===== config.mk =====
export PLATFORM = sky130hd
export DESIGN_NAME = pipe_skid_stage
export DESIGN_NICKNAME = d
export VERILOG_FILES = /design/src/rtl/cpu_pkg.sv /design/src/rtl/register_en.sv /design/src/rtl/pipe_skid_stage.sv
export SDC_FILE = /design/constraint.sdc
export NUM_CORES = 1
export LEC_CHECK = 0
export BUFFER_PORTS_ARGS = -buffer_cell sky130_fd_sc_hd__buf_2
export CAP_MARGIN = 40
export CORE_UTILIZATION = 45
export DETAILED_ROUTE_END_ITERATION = 7
export HOLD_SLACK_MARGIN = 0.08
export PLACE_DENSITY = 0.69
export SKIP_CTS_REPAIR_TIMING = 1
export SLEW_MARGIN = 25
export SYNTH_ARGS = -nofsm -noshare
export SYNTH_HDL_FRONTEND = slang
export SYNTH_HIERARCHICAL = 1
export SYNTH_SLANG_ARGS = --single-unit

===== constraint.sdc =====
create_clock -name clk -period 2.05 [get_ports clk]
set_input_delay 0.3075 -clock clk [delete_from_list [all_inputs] [get_ports clk]]
set_output_delay 0.3075 -clock clk [all_outputs]
set_load 0.01 [all_outputs]

===== src/rtl/cpu_pkg.sv =====
// Shared CPU pipeline definitions: payload width and
// skid-stage occupancy encoding {skidValid, mainValid}.
package cpu_pkg;

    localparam int DATA_WIDTH = 64;

    // 2'b10 is deliberately absent: skid never holds without main.
    typedef enum logic [1:0] {
        EMPTY = 2'b00,
        FULL1 = 2'b01,
        FULL2 = 2'b11
    } stageState_e;

endpackage


===== src/rtl/register_en.sv =====
// WIDTH-bit register with enable, one enable flop per bit.
// Ports: clk, reset (sync, active-low), en, d -> q.
module register_en #(
    parameter int WIDTH = 64
) (
    input  logic             clk,
    input  logic             reset,
    input  logic             en,
    input  logic [WIDTH-1:0] d,
    output logic [WIDTH-1:0] q
);

    for (genvar i = 0; i < WIDTH; i++) begin : gBit
        logic bitQ;

        always_ff @(posedge clk) begin
            if (!reset) begin
                bitQ <= 1'b0;
            end else if (en) begin
                bitQ <= d[i];
            end
        end

        assign q[i] = bitQ;
    end

endmodule


===== src/rtl/pipe_skid_stage.sv =====
// Pipeline stage register with valid/ready handshake and a
// two-entry skid buffer; in_ready comes straight from a flop.
// Ports: clk, reset (sync, active-low), flush,
//   in_valid/in_ready/in_data (upstream),
//   out_valid/out_ready/out_data (downstream).
module pipe_skid_stage
    import cpu_pkg::*;
#(
    parameter int WIDTH = DATA_WIDTH
) (
    input  logic             clk,
    input  logic             reset,
    input  logic             flush,
    input  logic             in_valid,
    output logic             in_ready,
    input  logic [WIDTH-1:0] in_data,
    output logic             out_valid,
    input  logic             out_ready,
    output logic [WIDTH-1:0] out_data
);

    stageState_e      state;
    stageState_e      nextState;
    logic [1:0]       stateBits;
    logic             accept;
    logic             drain;
    logic             mainEn;
    logic             skidEn;
    logic             mainFromSkid;
    logic [WIDTH-1:0] mainD;
    logic [WIDTH-1:0] mainData;
    logic [WIDTH-1:0] skidData;

    assign stateBits = state;
    assign out_valid = stateBits[0];
    assign in_ready  = ~stateBits[1];
    assign out_data  = mainData;

    assign accept = in_valid & in_ready;
    assign drain  = out_valid & out_ready;

    always_ff @(posedge clk) begin
        if (!reset) begin
            state <= EMPTY;
        end else begin
            state <= nextState;
        end
    end

    always_comb begin
        nextState    = state;
        mainEn       = 1'b0;
        skidEn       = 1'b0;
        mainFromSkid = 1'b0;
        unique case (state)
            EMPTY: begin
                if (accept) begin
                    mainEn    = 1'b1;
                    nextState = FULL1;
                end
            end
            FULL1: begin
                if (accept && drain) begin
                    mainEn = 1'b1;
                end else if (accept) begin
                    skidEn    = 1'b1;
                    nextState = FULL2;
                end else if (drain) begin
                    nextState = EMPTY;
                end
            end
            FULL2: begin
                if (drain) begin
                    mainEn       = 1'b1;
                    mainFromSkid = 1'b1;
                    nextState    = FULL1;
                end
            end
            default: begin
                nextState = EMPTY;
            end
        endcase
        // Squash drops valids and any same-cycle accept;
        // data registers keep their contents.
        if (flush) begin
            nextState = EMPTY;
            mainEn    = 1'b0;
            skidEn    = 1'b0;
        end
    end

    assign mainD = mainFromSkid ? skidData : in_data;

    register_en #(.WIDTH(WIDTH)) uMain (
        .clk   (clk),
        .reset (reset),
        .en    (mainEn),
        .d     (mainD),
        .q     (mainData)
    );

    register_en #(.WIDTH(WIDTH)) uSkid (
        .clk   (clk),
        .reset (reset),
        .en    (skidEn),
        .d     (in_data),
        .q     (skidData)
    );

endmodule


-- After elaboration in Yosys (flattened, before gate mapping)
Index checks and enable logic that the tools add are counted.
- flip-flop bits (word level): 130
- input port bits: 69
- word-level logic and storage cells: 159
- equality and inequality tests: 6
- mux-type cells: 16
- bitwise operators: 4
- reductions and logical operators: 4
- operator list (cell ; count):
    64-bit two-way mux ; 1
    2-bit two-way mux ; 5
    1-bit two-way mux ; 8
    2-bit != test (second input constant) ; 3
    2-bit case mux with 3 select lines ; 1
    4-bit AND reduction ; 1
    3-bit != test (second input constant) ; 1
    1-bit case mux with 3 select lines ; 1
    1-bit AND ; 2
    2-bit by 1-bit == test with 1-bit output (second input constant) ; 1
    2-bit == test (second input constant) ; 1
    2-bit logical NOT ; 1
    1-bit inverter ; 2
    2-bit OR reduction ; 1
    1-bit logical AND ; 1

-- Logic depth before layout (Yosys ltp)
- depth after elaboration: 6
- mapped depth: 9

-- Cells and area by module
Netlist, hierarchy kept.
- by module, submodules not included (module ; times used ; cells an instance ; area an instance (µm²) ; seq. area each (µm²)):
    register_en ; 2 ; 270 ; 2931.6 ; 1281.2
    pipe_skid_stage ; 1 ; 98 ; 1037.2 ; 40.0

-- Worst setup path after synthesis
OpenSTA, ideal clock, no wires.
- path kind: register to register
- start: register state[1]
- end: register uMain.gBit[0].bitQ
- data arrival time: 1.999 ns
- slack: -0.065 ns
- cell stages (with the launch flop): 10
- path buffers: 2
- clock period less this slack: 2.115 ns
- cell sequence: dfxtp_1 -> inv_1 -> ha_1 -> nand3b_1 -> or2_2 -> a311oi_1 -> buf_6 -> buf_8 -> mux2i_1 -> nor2b_1
- cells in the longest elaborated chain, start to end: 6
- elaborated cells between the ends (all ways): 12
- classes of those cells: eq/ne (2); mux (6); bitwise (2); reduce/logical (2)
- ends and longest elaborated chain (item ; line ; RTL):
    from (decl) ; pipe_skid_stage.sv:22 ; stageState_e state;
    from (signal assigned) ; pipe_skid_stage.sv:46 ; state <= nextState;
    1-bit inverter * ; pipe_skid_stage.sv:36 ; assign in_ready = ~stateBits[1];
    net in_ready ; pipe_skid_stage.sv:15 ; output logic in_ready,
    1-bit AND * ; pipe_skid_stage.sv:39 ; assign accept = in_valid & in_ready;
    1-bit logical AND ; pipe_skid_stage.sv:63 ; if (accept && drain) begin
    1-bit two-way mux ; pipe_skid_stage.sv:63 ;
    1-bit case mux with 3 select lines * ; pipe_skid_stage.sv:55 ; unique case (state)
    1-bit two-way mux * ; pipe_skid_stage.sv:85 ; if (flush) begin
    net mainEn ; pipe_skid_stage.sv:27 ; logic mainEn;
    to (signal assigned) ; register_en.sv:20 ; bitQ <= d[i];
    to (decl) ; register_en.sv:14 ; logic bitQ;
The timed path passes the listed nets; every way through them passes the cells marked *.
A chain may end at the register's enable or synchronous reset.

-- Final worst setup path
- start: register state[1]
- end: register uMain.gBit[40].bitQ
- cells in the longest elaborated chain, start to end: 6
- elaborated cells between the ends (all ways): 12
- classes of those cells: eq/ne (2); mux (6); bitwise (2); reduce/logical (2)
- ends and longest elaborated chain (item ; line):
    1-bit inverter ; pipe_skid_stage.sv:36
    1-bit AND ; pipe_skid_stage.sv:39
    1-bit logical AND ; pipe_skid_stage.sv:63
    1-bit two-way mux ; pipe_skid_stage.sv:63
    1-bit case mux with 3 select lines * ; pipe_skid_stage.sv:55
    1-bit two-way mux * ; pipe_skid_stage.sv:85
    net mainEn ; pipe_skid_stage.sv:27
    to (signal assigned) ; register_en.sv:20
    to (decl) ; register_en.sv:14
Marked as above.

==> run summary <==
### Status
- **status** finished, final reports clean

### Routing
- **total routed wirelength** 12070 um
- **number of routed nets with antenna violations** 0
- **vias after detailed routing** 4015
- **Detailed Route Iter0 Violations** 129
- **routed via count divided by cell count** 4.718
- **Pre-antenna DRT Iters** 4
- **total DRC errors in the routed layout** 0
- **routed wirelength normalized by instance count** 14.18 um

### Synth
- **number of instances in the synthesized netlist** 638
- **area leader, netlist** sky130_fd_sc_hd__dfxtp_1
- **cell types with the largest area share after synthesis** sky130_fd_sc_hd__dfxtp_1, sky130_fd_sc_hd__mux2i_1, sky130_fd_sc_hd__buf_4
- **fraction of the mapped netlist area in simple logic gates** 12.33%
- **Cell variety after synth** 25
- **multiplexer fraction of the synthesized cell area** 29.16%
- **count of warnings emitted by yosys** 6
- **Seq/Total Area, Yosys** 37.72%
- **synthesized net count** 712
- **Avg Synthesized Cell Area** 10.82 um2
- **Synth top area share** 37.72%
- **post-synthesis compound-gate area fraction** 1.015%
- **Post-Synthesis Cell Area** 0.006900 mm2
- **dominant combinational cell family by area after synthesis** multiplexers
- **post-synthesis share of cell area spent on xor and xnor gates** 0%
- **adder-cell share of the synthesized area** 0.9066%
- **synthesized flop and latch total** 130

### Placed design
- **standard cell area after detailed placement** 0.006787 mm2
- **Port Buffers** 134
- **Detailed Place HPWL** 7845 um
- **placer's final routability congestion estimate** 0.7468

### Setup path
- **worst reg2reg path startpoint** state[1]
- **depth of the most critical reg-to-reg path** 10
- **crit path launch type** flop
- **beginning of the critical path** state[1]
- **capturing element type of the critical path** flop
- **kind of critical path** reg2reg
- **data arrival time at the worst-slack endpoint** 2.28 ns
- **worst path required time** 2.35 ns
- **reg-to-reg setup timing slack** 0.07 ns
- **largest driver fanout on the critical path** 7
- **endpoint of the worst register-to-register path** uMain/gBit[40].bitQ

### Floorplan
- **horizontal die dimension** 125.8 um
- **Core Box Area** 0.01475 mm2
- **overall die area** 0.01583 mm2
- **chip height** 125.8 um
- **Row Count** 44
- **initial core utilization** 46.77%
- **number of top-level pins** 135

### Hold path
- **Worst Hold End** uSkid/gBit[36].bitQ
- **startpoint of the worst hold path** in_data[36]
- **Hold/Removal Path Class** in2reg
- **depth of the worst hold-timing path** 3

### Global routing
- **met2 track demand over resource in global routing** 26.05%
- **vias in the first global route** 4018
- **GR Util All Layers** 15.34%
- **met3 global-route usage** 4.715%
- **number of antenna violations at the first check in global routing** 0
- **maximum number of pins on one net before global-route repair** 129
- **met1 track demand over resource in global routing** 17.73%
- **global-route wire length before repair** 19200 um
- **global route overflow** 0
- **Most Crowded Layer GR** met2

### Layout
- **post-route standard cell area excluding fillers** 0.007517 mm2
- **most common cell after layout, fill and taps aside** sky130_fd_sc_hd__buf_2
- **most frequent cells in the layout** sky130_fd_sc_hd__buf_2, sky130_fd_sc_hd__nor2b_1, sky130_fd_sc_hd__dfxtp_1, sky130_fd_sc_hd__mux2i_1, sky130_fd_sc_hd__mux2_2
- **Final Net Count** 728
- **Synth-to-Final Area Change** 8.939%
- **Antenna Diode Count** 0
- **proportion of layout cells with a drive suffix above 1** 39.88%

### Run
- **Max Cap Violations** 0

### CTS
- **CTS sink cnt** 130
- **CTS root buffer** sky130_fd_sc_hd__clkbuf_16
- **Longest Clk Path Bufs** 2
- **total clock buffers created by CTS** 17
- **H-Tree Level Count** 4
- **clock-pin slew on the worst setup and hold paths** 0.06 ns
- **clock tree from TritonCTS** done
- **insertion delay to the later sink of the worst-skew pair** 0.41 ns

### STA
- **Period Utilization, post-route** 96.50%
- **max_slew headroom** 71.71%
- **setup TNS** 0 ns
- **max-slew violation total from the final report** 0
- **highest clock rate** 0.5055 GHz
- **Least-Margin Pin Slew** 0.4125 ns
- **clock period minus worst slack** 1.978 ns
- **Clock Skew** 0.005421 ns
- **number of failing hold endpoints at the final stage** 0
- **Setup violations, final** 0

### Power and ir drop
- **PwrDens** 867.1 mW/mm2
- **leakage component of the power** 2.971 nW
- **Max rail drop VDD** 0.5764 mV

sequential cells by signal, summed over array words and instances, names as in the netlist:
signal and flops:
state 2, uMain/gBit.bitQ 64, uSkid/gBit.bitQ 64
worst max path at each step:
stage	to	slack [ns]
final	uMain/gBit[40].bitQ	0.07
after floorplan	uMain/gBit[0].bitQ	0.0005
after CTS	uMain/gBit[40].bitQ	-0.007
after global placement	uMain/gBit[36].bitQ	0.09
after detailed placement	uMain/gBit[40].bitQ	0.01
after global routing	uMain/gBit[40].bitQ	-0.04
synth_stat cells, drive strengths merged:
cell and count:
inv 3, a311oi 1, dfxtp 130, nand3b 1
or3b 1, o21a 2, o31ai 1, clkbuf 14
a2111oi 1, nor2b 129, mux2 64, nor3b 1
buf 149, or2 1, o211ai 1, nand2 1
mux2i 129, nand3 2, a2bb2oi 1, a21boi 1
ha 5
worst max-delay path, stage by stage (launching register included):
cell	delay, ns
sky130_fd_sc_hd__dfxtp_1	0.33
sky130_fd_sc_hd__inv_2	0.07
sky130_fd_sc_hd__buf_4	0.13
sky130_fd_sc_hd__ha_1	0.20
sky130_fd_sc_hd__nand3_2	0.11
sky130_fd_sc_hd__a311oi_4	0.30
sky130_fd_sc_hd__buf_4	0.18
sky130_fd_sc_hd__buf_8	0.13
sky130_fd_sc_hd__buf_12	0.13
sky130_fd_sc_hd__mux2i_2	0.21
sky130_fd_sc_hd__nor2b_1	0.06
metrics by stage:
stage | instances | total power (W) | worst slack, ns | utilization, % | hold WS, ns
2_1_floorplan | 638 | 0.003200 | 0.0005329 | - | 0.4757
3_3_place_gp | 815 | 0.003284 | 0.09046 | 46.00 | 0.4914
3_5_place_dp | 815 | 0.003303 | 0.01167 | 46.00 | 0.5027
4_1_cts | 847 | 0.006581 | -0.007127 | 50.37 | 0.1479
5_1_grt | 851 | 0.006772 | -0.03629 | 50.95 | 0.1716
6_report | 851 | 0.006518 | 0.07174 | 50.95 | 0.1677
per-layer routing:
layer | up-vias | wire, um
li1 | 2033 | -
met1 | 1887 | 5342
met2 | 82 | 5977
met3 | 13 | 556
met4 | 0 | 189
met5 | - | 0
cell families (layout without fill, tap and decap cells):
group	count (synthesis)	count (layout)
adders and majority gates	5	5
muxes	193	193
DFF	130	130
AOI/OAI and AO/OA	8	8
and+or+nand+nor	136	136
buffers and inverters	166	195
report_power, final:
| group | internal [W] | switching, W | leakage, nW |
|---|---|---|---|
| sequential | 0.00261 | 0.0000454 | 1.06 |
| combinational | 0.000332 | 0.000273 | 1.61 |
| clock | 0.00213 | 0.00112 | 0.309 |
| total | 0.00508 | 0.00144 | 2.97 |
cell type report:
cell class | count | area (um2)
Clock buffer | 20 | 466.7
Clock inverter | 12 | 178.9
Fill cell | 1334 | 7237
Inverter | 3 | 11.26
Multi-Input combinational cell | 342 | 3042
Sequential cell | 130 | 2606
Tap cell | 184 | 230.2
Timing Repair Buffer | 160 | 982.2
Note: power is estimated with default switching activity, not from simulation.
